File: src/rtl/encoder_66b_64b_tx_pkg.sv
// encoder_66b_64b_tx_pkg: shared constants and the clause-49 block encoding function
package encoder_66b_64b_tx_pkg;

    localparam logic [1:0] SH_DATA = 2'b10;
    localparam logic [1:0] SH_CTRL = 2'b01;

    localparam logic [7:0] BT_IDLE = 8'h1E;
    localparam logic [7:0] BT_S0   = 8'h78;
    localparam logic [7:0] BT_O0   = 8'h4B;
    // Terminate block types, lane k of /T/ selects byte k
    localparam logic [63:0] BT_T   = 64'hFF_E1_D2_CC_B4_AA_99_87;

    localparam logic [7:0] XGMII_IDLE  = 8'h07;
    localparam logic [7:0] XGMII_ERROR = 8'hFE;
    localparam logic [7:0] XGMII_START = 8'hFB;
    localparam logic [7:0] XGMII_TERM  = 8'hFD;
    localparam logic [7:0] XGMII_SEQ   = 8'h9C;

    localparam logic [6:0] CODE_IDLE  = 7'h00;
    localparam logic [6:0] CODE_ERROR = 7'h1E;

    // x^39 and x^58 taps on a history where bit 0 is the most recent output
    localparam int          SCR_TAP_A = 38;
    localparam int          SCR_TAP_B = 57;
    localparam logic [57:0] SCR_SEED  = 58'h3FF_FFFF_FFFF_FFFF;

    function automatic logic is_ie(input logic [7:0] x);
        return x == XGMII_IDLE || x == XGMII_ERROR;
    endfunction

    function automatic logic [6:0] code7(input logic [7:0] x);
        return (x == XGMII_ERROR) ? CODE_ERROR : CODE_IDLE;
    endfunction

    function automatic logic [63:0] bit_reverse64(input logic [63:0] x);
        logic [63:0] r;
        for (int i = 0; i < 64; i++) r[i] = x[63-i];
        return r;
    endfunction

    function automatic logic [65:0] encode_block(input logic [63:0] d, input logic [7:0] c);
        logic [7:0]  lane [8];
        logic [63:0] p;
        logic        all_ie;
        logic        tail_ok;
        all_ie = 1'b1;
        for (int i = 0; i < 8; i++) begin
            lane[i] = d[8*i +: 8];
            all_ie  = all_ie & is_ie(lane[i]);
        end
        if (c == 8'h00) return {d, SH_DATA};
        p = {{8{CODE_ERROR}}, BT_IDLE};
        if (c == 8'hFF && all_ie) begin
            p[7:0] = BT_IDLE;
            for (int j = 0; j < 8; j++) p[8+7*j +: 7] = code7(lane[j]);
        end else if (c == 8'h01 && lane[0] == XGMII_START) begin
            p = {d[63:8], BT_S0};
        end else if (c == 8'hF1 && lane[0] == XGMII_SEQ && d[63:32] == {4{XGMII_IDLE}}) begin
            p = {28'h0, 4'h0, d[31:8], BT_O0};
        end else begin
            for (int k = 0; k < 8; k++) begin
                tail_ok = 1'b1;
                for (int j = 0; j < 8; j++) if (j > k && !is_ie(lane[j])) tail_ok = 1'b0;
                if (c == (8'hFF << k) && lane[k] == XGMII_TERM && tail_ok) begin
                    p = '0;
                    p[7:0] = BT_T[8*k +: 8];
                    for (int j = 0; j < 7; j++) if (j < k) p[8+8*j +: 8] = lane[j];
                    // trailing control codes sit at the top, padding fills the gap
                    for (int j = 1; j < 8; j++) if (j > k) p[64-7*(8-j) +: 7] = code7(lane[j]);
                end
            end
        end
        return {p, SH_CTRL};
    endfunction

endpackage

File: src/rtl/encoder_66b_64b_tx_scrambler_64b.sv
// scrambler_64b: self-synchronous x^58+x^39+1 payload scrambler with one register stage
module scrambler_64b
    import encoder_66b_64b_tx_pkg::*;
(
    input  logic        CLK,
    input  logic        RST,
    input  logic        i_valid,
    input  logic [65:0] i_block,
    output logic [65:0] o_block
);

    logic [57:0] r_state;
    logic [57:0] w_state;
    logic [63:0] w_payload;

    always_comb begin
        w_state   = r_state;
        w_payload = '0;
        for (int i = 0; i < 64; i++) begin
            w_payload[i] = i_block[i+2] ^ w_state[SCR_TAP_A] ^ w_state[SCR_TAP_B];
            w_state      = {w_state[56:0], w_payload[i]};
        end
    end

    always_ff @(posedge CLK) begin
        if (RST) begin
            r_state <= SCR_SEED;
            o_block <= '0;
        end else if (i_valid) begin
            r_state <= w_state;
            o_block <= {w_payload, i_block[1:0]};
        end
    end

endmodule

File: src/rtl/encoder_66b_64b_tx.sv
// encoder_66b_64b_tx: XGMII to 64b/66b block encoder, optional scrambler under ENC_SCRAMBLER_EN
module encoder_66b_64b_tx
    import encoder_66b_64b_tx_pkg::*;
#(
    parameter int DATA_WIDTH   = 64,
    parameter int HEADER_WIDTH = 2,
    parameter int REVERSE      = 0
) (
    input  logic                               CLK,
    input  logic                               RST,
    input  logic                               enable,
    input  logic [DATA_WIDTH-1:0]              data_bits,
    input  logic [7:0]                         control_bits,
    output logic [DATA_WIDTH+HEADER_WIDTH-1:0] encoded_data,
    output logic                               enable_scrambler
`ifdef ENC_SCRAMBLER_EN
    ,
    output logic [DATA_WIDTH+HEADER_WIDTH-1:0] scrambled_data
`endif
);

    logic [65:0] w_enc;
    logic [65:0] w_block;

    assign w_enc   = encode_block(data_bits, control_bits);
    assign w_block = (REVERSE != 0) ? {bit_reverse64(w_enc[65:2]), w_enc[1:0]} : w_enc;

    always_ff @(posedge CLK) begin
        if (RST) begin
            encoded_data     <= '0;
            enable_scrambler <= 1'b0;
        end else begin
            enable_scrambler <= enable;
            if (enable) encoded_data <= w_block;
        end
    end

`ifdef ENC_SCRAMBLER_EN
    scrambler_64b u_scrambler (
        .CLK     (CLK),
        .RST     (RST),
        .i_valid (enable_scrambler),
        .i_block (encoded_data),
        .o_block (scrambled_data)
    );
`endif

endmodule

File: config.mk
export PLATFORM = sky130hd
export DESIGN_NAME = encoder_66b_64b_tx
export DESIGN_NICKNAME = d
export VERILOG_FILES = /design/src/rtl/encoder_66b_64b_tx_pkg.sv /design/src/rtl/encoder_66b_64b_tx_scrambler_64b.sv /design/src/rtl/encoder_66b_64b_tx.sv
export SDC_FILE = /design/constraint.sdc
export NUM_CORES = 1
export LEC_CHECK = 0
export BUFFER_PORTS_ARGS = -buffer_cell sky130_fd_sc_hd__buf_2
export CORE_MARGIN = 1
export CORE_UTILIZATION = 56
export CTS_CLUSTER_DIAMETER = 50
export DETAILED_ROUTE_END_ITERATION = 10
export PLACE_DENSITY = 0.87
export SLEW_MARGIN = 30
export SYNTH_ARGS = -nofsm -noshare
export SYNTH_HDL_FRONTEND = slang
export SYNTH_SLANG_ARGS = --single-unit
File: constraint.sdc
create_clock -name CLK -period 5 [get_ports CLK]
set_input_delay 1.25 -clock CLK [delete_from_list [all_inputs] [get_ports CLK]]
set_output_delay 1.25 -clock CLK [all_outputs]
set_load 0.02 [all_outputs]
# After elaboration in Yosys (flattened, before gate mapping)
# Cells that the tools add are included.
[word_totals]
word_cells = 152
out_inout_bits = 67
register_bits = 67
input_bits = 75
[op_classes]
eq_ne = 37
n_bitwise = 7
n_reduce_logical = 28
mux = 78
[op_table]
columns = ["operator", "n"]
rows = [
  ["2-to-1 mux 64 bit", 10],
  ["equality test 8 bit (second input constant)", 27],
  ["2-to-1 mux 66 bit", 2],
  ["equality test 8 x 3 -> 1 bit (second input constant)", 8],
  ["2-to-1 mux 62 bit", 1],
  ["2-to-1 mux 1 bit", 57],
  ["2-to-1 mux 5 bit", 8],
  ["equality test 32 x 27 -> 1 bit (second input constant)", 1],
  ["logical AND 1 bit", 19],
  ["equality test 8 x 1 -> 1 bit (second input constant)", 1],
  ["logical NOT 8 bit", 1],
  ["logical OR 1 bit", 8],
  ["AND 1 bit", 7],
]

# Depth between registers and ports, before layout
# Gate-level depths: netlist (run 1).
[depth]
word_depth = 26
depth_mapped = 9
depth_no_buf = 7

# Worst setup path before layout (run 1)
# Ideal clock, no wire load.
[synth_timing]
path_kind = "input -> register"
start = "input port control_bits[1]"
end = "register encoded_data[42]"
required_ps = 4880
path_buffers = 1
t_arrival_ps = 3449
cell_stages = 7
slack_ps = 1431
cell_sequence = "or4_1 > buf_2 > or4_4 > a221oi_4 > a211oi_2 > o21a_1 > a211o_1"
[synth_between]
elab_chain_len = 15
word_cells_on_any_way = 43
classes_between = "eq/ne (10); mux (13); reduce/logical (20)"
[synth_rtl]
columns = ["item", "line", "source"]
rows = [
  ["start, declared", "encoder_66b_64b_tx.sv:13", "input logic [7:0] control_bits,"],
  ["equality test 8 bit", "encoder_66b_64b_tx_pkg.sv:53, encoder_66b_64b_tx_pkg.sv:64", ""],
  ["logical AND 1 bit (2 in a row)", "encoder_66b_64b_tx_pkg.sv:64", "if (c == (8'hFF << k) && lane[k] == XGMII_TERM && tail_ok) begin"],
  ["2-to-1 mux 62 bit", "encoder_66b_64b_tx_pkg.sv:64", ""],
  ["2-to-1 mux 64 bit (7 in a row)", "encoder_66b_64b_tx_pkg.sv:64", ""],
  ["2-to-1 mux 64 bit", "encoder_66b_64b_tx_pkg.sv:58", "end else if (c == 8'hF1 && lane[0] == XGMII_SEQ && d[63:32] == {4{XGMII_IDLE}}) begin"],
  ["2-to-1 mux 64 bit", "encoder_66b_64b_tx_pkg.sv:56", "end else if (c == 8'h01 && lane[0] == XGMII_START) begin"],
  ["2-to-1 mux 64 bit", "encoder_66b_64b_tx_pkg.sv:53", "if (c == 8'hFF && all_ie) begin"],
  ["2-to-1 mux 66 bit (*)", "encoder_66b_64b_tx_pkg.sv:52", "p = {{8{CODE_ERROR}}, BT_IDLE};"],
  ["end signal, assigned", "encoder_66b_64b_tx.sv:34", "if (enable) encoded_data <= w_block;"],
  ["end, declared", "encoder_66b_64b_tx.sv:14", "output logic [DATA_WIDTH+HEADER_WIDTH-1:0] encoded_data,"],
]
# Mark *: on every way between the ends. The rest lies on a longest branch, timed or not.
# A chain may end at the register's enable or synchronous reset.

# Final worst setup path (run 1)
[layout_timing]
start = "input port data_bits[54]"
end = "register encoded_data[11]"
[layout_between]
elab_chain_len = 21
word_cells_on_any_way = 65
classes_between = "eq/ne (4); mux (48); bitwise (2); reduce/logical (11)"
[layout_rtl]
columns = ["item", "line", "source"]
rows = [
  ["start, declared", "encoder_66b_64b_tx.sv:12", "input logic [DATA_WIDTH-1:0] data_bits,"],
  ["equality test 8 x 3 -> 1 bit / equality test 8 bit (equally long branches)", "-", ""],
  ["logical OR 1 bit", "-", ""],
  ["2-to-1 mux 1 bit (2 in a row)", "encoder_66b_64b_tx_pkg.sv:63", "for (int j = 0; j < 8; j++) if (j > k && !is_ie(lane[j])) tail_ok = 1'b0;"],
  ["2-to-1 mux 1 bit", "encoder_66b_64b_tx_pkg.sv:58", ""],
  ["2-to-1 mux 1 bit", "encoder_66b_64b_tx_pkg.sv:56", ""],
  ["2-to-1 mux 1 bit", "encoder_66b_64b_tx_pkg.sv:53", ""],
  ["2-to-1 mux 1 bit", "encoder_66b_64b_tx_pkg.sv:52", ""],
  ["logical AND 1 bit", "encoder_66b_64b_tx_pkg.sv:64", ""],
  ["2-to-1 mux 62 bit", "encoder_66b_64b_tx_pkg.sv:64", ""],
  ["2-to-1 mux 64 bit (7 in a row)", "encoder_66b_64b_tx_pkg.sv:64", ""],
  ["2-to-1 mux 64 bit", "encoder_66b_64b_tx_pkg.sv:58", ""],
  ["2-to-1 mux 64 bit", "encoder_66b_64b_tx_pkg.sv:56", ""],
  ["2-to-1 mux 64 bit (*)", "encoder_66b_64b_tx_pkg.sv:53", ""],
  ["2-to-1 mux 66 bit (*)", "encoder_66b_64b_tx_pkg.sv:52", ""],
]
# Mark *: on every way between the ends. The rest lies on a longest branch, timed or not. The select of a mux whose other input is x is not followed.

==> results of run 1 <==
-- cell type report --
cell class / count / area (µm²) / share of cell area, %
Tap cell: 102 / 128 / 2.33
Clock buffer: 11 / 151 / 2.77
Inverter: 12 / 45.0 / 0.824
Sequential cell: 67 / 1340 / 24.5
Multi-Input combinational cell: 452 / 2940 / 53.7
Clock inverter: 5 / 83.8 / 1.53
Timing Repair Buffer: 151 / 781 / 14.3
-- state kept, by name (all words and copies together) (netlist names) --
register and count:
encoded_data 66, enable_scrambler 1
-- kinds of logic after synthesis --
logic type / Yosys count / share of synthesized area, %
AOI/OAI and AO/OA: 230 / 37.3
buffers and inverters: 43 / 3.80
DFF: 67 / 30.2
muxes: 1 / 0.225
and+or+nand+nor: 221 / 28.6
-- where the power goes --
| group | switching, mW | internal (mW) |
|---|---|---|
| Combinational | 0.149 | 0.0769 |
| Clock | 0.238 | 0.310 |
| Sequential | 0.0126 | 0.557 |
| Total | 0.400 | 0.943 |
-- metrics by stage --
| stage | power, mW | hold WS, ps | setup slack, ps | cells |
|---|---|---|---|---|
| finish | 1.34 | 482 | 888 | 800 |
| global route | 1.37 | 518 | 717 | 800 |
| CTS | 1.32 | 485 | 1010 | 800 |
| detailed placement | 0.799 | 467 | 655 | 784 |
| global placement | 0.793 | 458 | 754 | 784 |
| floorplan | 0.689 | 546 | 1430 | 562 |
-- metal layers --
layer	share of wire, %	vias up	GRT usage [%]
li1	-	2511	-
met1	40	2706	56.0
met2	45	490	65.5
met3	12	84	8.29
met4	4.0	0	19.8
met5	0	-	0
-- path summary, 6_finish.rpt --
path                                        end  depth (start not counted)  slack [ps]
setup / recovery  encoded_data[11]$_SDFFE_PP0P_                          8         890
hold / removal    encoded_data[64]$_SDFFE_PP0P_                          2         480
setup reg to reg  encoded_data[41]$_SDFFE_PP0P_                          3        3940
hold reg to reg   encoded_data[64]$_SDFFE_PP0P_                          2         480
-- worst register-to-register path: stages (launching register included) --
cell and delay [ps]:
dfxtp_1 310, a22oi_1 220, a21oi_1 110, a211o_1 310
-- layout by cell type (no fill, tap or decap), drive strengths merged, types with 16 or more instances in the layout --
cell type  instances
nor2              45
o21ai             23
a22o              19
nand3             24
a21oi             54
nand2             30
buf              151
nor3              21
dfxtp             67
nor4              18
nand4             16
a22oi             51
==> qor.txt, run 1 <==
TritonCTS buffer count: 9
sequential area share after synthesis: 30.2%
distinct cell type count after synthesis: 63
grt ovf: 0
crit path launch: data_bits[54]
worst-path fanout max: 18
number of synthesized flops with an enable pin: 0
synthesized cell area: 4450 µm²
Resize count post-CTS: 0
htree depth: 3
CP Launch Type: input pin
Max clock buf depth: 2
Hold Vio Cnt, Final: 0
Hold Path Class: reg -> reg
area leader, netlist: dfxtp_1
cell family with most CP delay: simple AND/OR/NAND/NOR gates
Worst-Margin Slew: 1100 ps
Synth async-reset ratio: 0%
CP endpoint kind: flop
min Tclk post-route: 4110 ps
Total GRT Usage: 42.1%
worst path buffer plus inverter count: 1
Crit path required time: 5250 ps
final antenna-violating net count: 0
wire per inst: 22.0 µm
synth cell count leaders: dfxtp_1, a21oi_1, a22oi_1, nor2_1, nand2_1
pins over their slew limit: 0
drt drc: 0
via count: 5791
critical path type: in -> reg
Core Rows: 32
postcts setup bufs: 0
#FFs+latches synth: 67
Rel. slew slack: 26.4%
post-synth top area share: 30.2%
CTS Sinks: 67
Initial Utilization: 57.8%
# hold bufs at CTS: 0
ratio of cells with drive above 1 in the final layout: 27.5%
worst path cell trace: buf_2 > nor4b_1 > and2_1 > o221ai_1 > or4_1 > nand2_1 > nor3_2 > a221o_1
initial antenna violation count: 0
Die ar.: 8300 µm²
worst skew pair latency: 360 ps
PortBufs: 141
TritonCTS clock tree: done
count of max-cap constraint violations: 0
Pre-Repair DR Iteration Count: 6
period utilization: 82.2%
Post-Layout Inst Area: 5470 µm²
Diodes inserted: 0
drt via density: 7.24
Leak: 2.26 nW
power per cell area: 246 nW/µm²
vias in the first global route: 5256
Root Driver: clkbuf_8
largest net degree at the start of global routing: 58
Core Util, Final: 71.1%
Chip Width: 91.1 µm
most frequent cell after synthesis: dfxtp_1
post-DP HPWL: 13200 µm
placer congestion estimate: 0.960
top_reg_cell synth: dfxtp_1
outcome: completed
first-pass GRT wire length: 27600 µm
highest-delay cell along the critical path: or4_1
Yosys warnings: 0
clock slew at reported path FFs: 80 ps
Area Growth Syn to Fin: 23.0%
Top-Level Pins: 142
Critical Path Max Stage Delay: 640 ps
Total Wirelength: 17600 µm
syn_nets: 637
maximum VDD drop: 0.150 mV
synthesized area per cell: 7.91 µm²
worst r2r src: encoded_data[41]$_SDFFE_PP0P_
DR iter-0 viols: 743
fmax: 243 MHz
Hold Crit Start: encoded_data[64]$_SDFFE_PP0P_
cell area after placement: 5230 µm²
Final Net Count: 768
RSZ-0062 raised after global routing: false
Worst Path Arrival: 4360 ps
setup TNS: 0 ps
skew final: 0 ps
cells after synthesis: 562
Final setup viols: 0
largest cells by area after synthesis: dfxtp_1, a22oi_1, a21oi_1, a22o_1, nor2_1
Core Region: 7690 µm²
FILL cells: 648
Chip Height: 91.1 µm
No activity file was read; power rests on OpenSTA's default activity.
==> run 2, diff against run 1 <==
--- a/config.mk
+++ b/config.mk
@@ -7,10 +7,10 @@
 export LEC_CHECK = 0
 export BUFFER_PORTS_ARGS = -buffer_cell sky130_fd_sc_hd__buf_2
 export CORE_MARGIN = 1
-export CORE_UTILIZATION = 56
+export CORE_UTILIZATION = 52
 export CTS_CLUSTER_DIAMETER = 50
 export DETAILED_ROUTE_END_ITERATION = 10
-export PLACE_DENSITY = 0.87
+export PLACE_DENSITY = 0.81
 export SLEW_MARGIN = 30
 export SYNTH_ARGS = -nofsm -noshare
 export SYNTH_HDL_FRONTEND = slang
==> constraint.sdc (replaced) <==
create_clock -name CLK -period 3.81 [get_ports CLK]
set_input_delay 0.9525 -clock CLK [delete_from_list [all_inputs] [get_ports CLK]]
set_output_delay 0.9525 -clock CLK [all_outputs]
set_load 0.02 [all_outputs]
==> qor.txt, run 2 (synthesis gave the netlist of run 1 again) <==
Hold Vio Cnt, Final: 0
Cell Int Power: 1.22 mW
htree depth: 3
Post-Layout Inst Area: 5640 µm²
Pre-Repair DR Iteration Count: 5
Initial Utilization: 53.8%
Hold Path Stages: 2
Biggest register: encoded_data
Chip Width: 94.5 µm
count of max-cap constraint violations: 0
Final setup viols: 0
r2r setup slk: 2820 ps
PortBufs: 141
FILL cells: 720
RSZ-0062 raised after global routing: false
fmax: 286 MHz
first-pass GRT wire length: 26300 µm
area taken by flip-flops and latches: 1340 µm²
Core Rows: 33
most frequent cells in the layout: buf_2, dfxtp_1, a21oi_1, a22oi_1, nor2_1
postcts setup bufs: 0
Worst Path Arrival: 3740 ps
drt via density: 6.86
min Tclk post-route: 3490 ps
Root Driver: clkbuf_8
sequential share of power: 43.0%
# hold bufs at CTS: 0
grt ovf: 0
via count: 5665
max reg flops: 66
Top Registers: encoded_data x66, enable_scrambler x1
initial antenna violation count: 0
Core Region: 8260 µm²
placer congestion estimate: 1.02
worst-path fanout max: 7
TritonCTS buffer count: 9
critical path type: in -> reg
Final Net Count: 791
CP Launch Type: input pin
Clk pwr share: 39.7%
Chip Height: 94.5 µm
Die ar.: 8930 µm²
commonest non-fill, non-tap cell in the layout: buf_2
Total Wirelength: 17100 µm
worst skew pair latency: 360 ps
post-DP HPWL: 13100 µm
DR iter-0 viols: 577
cell area after placement: 5410 µm²
skew final: 0 ps
ratio of cells with drive above 1 in the final layout: 30.0%
Resize count post-CTS: 0
power per cell area: 308 nW/µm²
vias in the first global route: 5035
final antenna-violating net count: 0
setup TNS: 0 ps
Hold Path Class: reg -> reg
Area Growth Syn to Fin: 26.8%
outcome: completed
Max clock buf depth: 2
CTS Sinks: 67
Total GRT Usage: 38.2%
Crit path required time: 4050 ps
wire per inst: 20.7 µm
drt drc: 0
Gate power share: 17.3%
Worst-Margin Slew: 763 ps
NetSw: 513 µW
maximum VDD drop: 0.213 mV
largest net degree at the start of global routing: 58
Rel. slew slack: 47.8%
Leak: 2.37 nW
period utilization: 91.7%
TritonCTS clock tree: done
pins over their slew limit: 0
clock slew at reported path FFs: 80 ps
multi-input logic area: 2940 µm²
CP endpoint kind: flop
Diodes inserted: 0
Reg2Reg Depth: 3
Sw Ratio: 29.5%
Top-Level Pins: 142
Final Power: 1.74 mW
run 2: worst paths after layout:
| kind | start | to |
|---|---|---|
| worst max-delay path | control_bits[1] | encoded_data[42]$_SDFFE_PP0P_ |
| worst min-delay path | encoded_data[0]$_SDFFE_PP0P_ | encoded_data[0]$_SDFFE_PP0P_ |
| worst max register to register | encoded_data[11]$_SDFFE_PP0P_ | encoded_data[11]$_SDFFE_PP0P_ |
| worst min register to register | encoded_data[0]$_SDFFE_PP0P_ | encoded_data[0]$_SDFFE_PP0P_ |
run 2: layout make-up:
| cell class | instances | share of cell area [%] |
|---|---|---|
| sequential | 67 | 23.8 |
| clock inverter | 6 | 1.58 |
| timing repair buffer | 174 | 16.9 |
| tap | 105 | 2.33 |
| clock buffer | 10 | 2.44 |
| multi-input combinational | 452 | 52.2 |
| inverter | 12 | 0.799 |
run 2: layer usage:
metal	vias up	wire length (µm)	GRT usage, %
met5	-	0	0
met4	0	503	14.1
met3	55	2030	7.25
met2	444	7400	58.2
met1	2610	7160	53.3
li1	2556	-	-
run 2: stage by stage:
stage / setup slack [ps] / std cells / hold slack [ps] / util, %
2_1_floorplan: 539 / 562 / 546 / -
3_3_place_gp: 72.7 / 810 / 459 / 65.5
3_5_place_dp: 59.3 / 810 / 471 / 65.5
4_1_cts: 405 / 826 / 486 / 68.3
5_1_grt: 203 / 826 / 541 / 68.3
6_report: 316 / 826 / 482 / 68.3
run 2: critical path, stage by stage:
cell	delay [ps]
buf_2	130
or4_1	690
nor3b_1	310
o2111ai_1	390
a221oi_4	590
a211oi_2	110
o21a_1	270
a211o_1	280
run 2: power groups by stage:
stage               clock network [mW]  registers (mW)  logic (mW)
floorplan                            0           0.799       0.106
global placement                     0           0.761       0.289
detailed placement                   0           0.762       0.293
CTS                              0.687           0.746       0.293
global route                     0.719           0.749       0.321
finish                           0.689           0.746       0.301
